[src/rtl/register_file.sv]
// Multi-port register file: two combinational read ports and one synchronous write port.
// Register 0 is hard-wired to zero and a synchronous reset clears every entry.
module register_file #(
  parameter int DATA_WIDTH = 32,
  parameter int ADDR_WIDTH = 5
) (
  input  logic                  Clk,
  input  logic                  Reset,
  input  logic [ADDR_WIDTH-1:0] R_Addr_A,
  input  logic [ADDR_WIDTH-1:0] R_Addr_B,
  input  logic [ADDR_WIDTH-1:0] W_Addr,
  input  logic                  Write_Reg,
  input  logic [DATA_WIDTH-1:0] W_Data,
  output logic [DATA_WIDTH-1:0] R_Data_A,
  output logic [DATA_WIDTH-1:0] R_Data_B
);

  localparam int NREGS = 2 ** ADDR_WIDTH;

  // Power-up contents are zero so reads before the first reset are defined
  logic [DATA_WIDTH-1:0] r_regs [NREGS] = '{default: '0};

  logic w_wr_en;
  assign w_wr_en = Write_Reg && (W_Addr != '0);

  always_ff @(posedge Clk) begin
    if (Reset) begin
      for (int i = 0; i < NREGS; i++) begin
        r_regs[i] <= '0;
      end
    end else if (w_wr_en) begin
      r_regs[W_Addr] <= W_Data;
    end
  end

  // No bypass: a same-cycle write becomes visible only after the edge
  assign R_Data_A = (R_Addr_A == '0) ? '0 : r_regs[R_Addr_A];
  assign R_Data_B = (R_Addr_B == '0) ? '0 : r_regs[R_Addr_B];

endmodule

[config.mk]
export PLATFORM = sky130hd
export DESIGN_NAME = register_file
export DESIGN_NICKNAME = d
export VERILOG_FILES = /design/src/rtl/register_file.sv
export SDC_FILE = /design/constraint.sdc
export NUM_CORES = 2
export LEC_CHECK = 0
export BUFFER_PORTS_ARGS = -buffer_cell sky130_fd_sc_hd__clkbuf_2
export CAP_MARGIN = 0
export CORE_ASPECT_RATIO = 0.9
export CORE_MARGIN = 3
export CORE_UTILIZATION = 48
export CTS_CLUSTER_SIZE = 30
export DETAILED_ROUTE_END_ITERATION = 6
export PLACE_DENSITY = 0.66
export REMOVE_ABC_BUFFERS = 1
export SLEW_MARGIN = 30
export SYNTH_ARGS = -nofsm -noshare
export SYNTH_HDL_FRONTEND = slang
export SYNTH_SLANG_ARGS = --single-unit
[constraint.sdc]
create_clock -name Clk -period 2.8 [get_ports Clk]
set_clock_uncertainty 0.15 [all_clocks]
set_input_delay 0.56 -clock Clk [delete_from_list [all_inputs] [get_ports Clk]]
set_output_delay 0.56 -clock Clk [all_outputs]
set_load 0.05 [all_outputs]
==> flow_summary.yaml <==
worst_setup_path:
  start_kind: "register"
  required_ns: 2.09
  cp-end-kind: "output pin"
  crit_arrival_ns: 2.76
  crit_fanout: 2
  worstSetupPathType: "register to output pin"
pwr:
  powerDensity_nw_per_um2: 577
  vdd_drop_max_uv: 507
  power.leakage_nw: 24.4
cts:
  cts_tree: "yes"
  ctsHoldBuffers: 0
  clk_pin_slew_ns: 0.06
  cts_sinks: 1024
  cts_max_path_buffers: 3
  clockRootBuffer: "clkbuf_16"
  htree_levels: 3
  numCtsBuffers: 108
logic_synthesis:
  synth-edff-count: 1024
  yosys.area.top_type: "edfxtp_1"
  synth-main-ff-cell: "edfxtp_1"
  ys_warn_count: 0
  syn_avg_cell_area_sq_um: 15.5
  async_flop_share_pct: 0
  synth_area_sq_um: 54200
  yosysSeqAreaShare_pct: 56.7
  syn_inst: 3502
  synth-seq-cells: 1024
  yosys-top-cells-area: "edfxtp_1, mux4_2, and2_1"
  synth.distinct_cells: 42
  synth_top_area_share_pct: 56.7
global_routing:
  grt_pass1_wl_mm: 260
  grt_pass1_vias: 36134
  grt_max_degree: 56
  antenna_found_initial: 6
  grt-ovfl-total: 0
  grt_usage_pct: 30.8
place:
  place_congestion: 0.906
  portBuffers: 113
  pre_cts_ws_ns: -1.22
  placed_cells: 5163
  dpl.hpwl_mm: 114
final_layout:
  reg_top3: "r_regs (1024)"
  final_common_cell: "edfxtp_1"
  top_register: "r_regs"
  fin_nets: 3975
  mostFrequentLayoutCells: "edfxtp_1, and2_1, mux4_2, buf_4, mux2i_1"
  drive_above_1_share_pct: 40.7
  largest_register_ffs: 1024
  area_growth_pct: 26.2
  instances_no_fill: 5494
outcome:
  outcome: "finished with violations"
  violations: "setup timing"
detailed_routing:
  route.vias.total: 35749
  via_per_inst: 6.51
  postRouteAntennaNets: 0
  routed_wirelength_mm: 181
  wl_per_cell_um: 33.0
  drt-initial-drc-count: 4899
  drc: 0
  drtPass1Iterations: 5
die:
  die_h_um: 325
  die_area_sq_um: 117000
  die_w_um: 360
  ios: 114
  initial_core_util_pct: 48.6
  rows: 116
  coreArea_sq_um: 112000
sta:
  slew_headroom_pct: 50.4
  period_needed_ns: 3.47
  fmax_mhz: 289
  tightest_slew_ns: 0.744
  rsz0062_at_grt: "yes"
  slew_viol_final: 0
  hold_violations: 0
  final.setup.worst_slack_ns: -0.666
  setup_viol: 64
  period_share_pct: 124
flow_run:
  cap_violations: 0
worst_hold_path:
  min_path_type: "input port to register"
==> critical path: stages (launching register included) <==
cell       delay (ns)
edfxtp_1         0.41
buf_4            0.15
mux4_2           0.48
a22o_4           0.28
a2111oi_4        0.40
nor3_4           0.14
buf_12           0.18
==> power breakdown <==
group | switching [W] | total [W] | internal (W)
combinational | 0.00359 | 0.00676 | 0.00317
sequential | 0.000476 | 0.0182 | 0.0177
clock | 0.00626 | 0.0146 | 0.00831
==> metrics by stage <==
step                instance area (sq um)  utilization, %  hold slack, ns  setup TNS, ns  power (W)
detailed placement                  60100            53.8            1.15         -52.20     0.0240
finish                              68500            61.3           0.434         -32.54     0.0395
global route                        68400            61.3           0.425         -35.20     0.0405
CTS                                 67600            60.6           0.387         -35.12     0.0394
floorplan                           52600               -           0.522        -223.82     0.0210
global placement                    60000            53.8            1.14         -53.42     0.0239
==> synth_stat cells, types with 5 or more instances <==
cell,instances
or2_2,33
mux4_2,472
nor2b_1,14
a211oi_1,7
a22o_1,51
nand3b_1,5
a21oi_1,12
mux2i_1,150
buf_2,44
nand2_1,7
mux2_2,30
buf_4,31
buf_6,22
edfxtp_1,1024
and2_1,995
buf_1,18
clkbuf_1,272
a2111oi_1,41
nor4_1,6
o22ai_1,103
nand2b_1,5
nor2_1,36
a22oi_1,16
a2111oi_0,14
nor3_1,54
nand3_1,5
==> logic make-up after synthesis <==
kind of cell / Yosys count / synth area share, %
and+or+nand+nor: 1177 / 13.3
AOI/OAI and AO/OA: 259 / 3.65
DFF: 1024 / 56.7
buffers and inverters: 389 / 3.31
muxes: 652 / 23.0
other: 1 / 0.00691
==> final cells by class <==
| class | count | area, sq um |
|---|---|---|
| fillers | 7975 | 43200 |
| inverters | 2 | 7.51 |
| well taps | 1475 | 1850 |
| repair buffers | 669 | 7750 |
| multi-input cells | 2120 | 24600 |
| diodes | 3 | 7.51 |
| clock inverters | 75 | 689 |
| clock buffers | 126 | 2830 |
| flip-flops and latches | 1024 | 30700 |
==> worst paths after layout <==
check,startpoint,to,cells after the start
worst max-delay path,r_regs[31][20],R_Data_B[20],6
worst min-delay path,W_Data[26],r_regs[10][26],2
==> layer usage <==
metal	vias to the layer above	track usage [%]	wire [um]	share of wire, %
li1	14468	-	-	-
met1	18507	42.6	69200	38
met2	2356	47.8	84600	47
met3	414	7.34	19700	11
met4	4	11.2	7730	4.3
met5	-	0	22	0.012
==> repair_timing <==
item	in CTS	in global routing
pin swaps	150	66
cloned	14	2
gates resized for setup	501	130
setup buffers	99	47
setup endpoints to repair	64	64
Power figures use the tool's default switching activity.
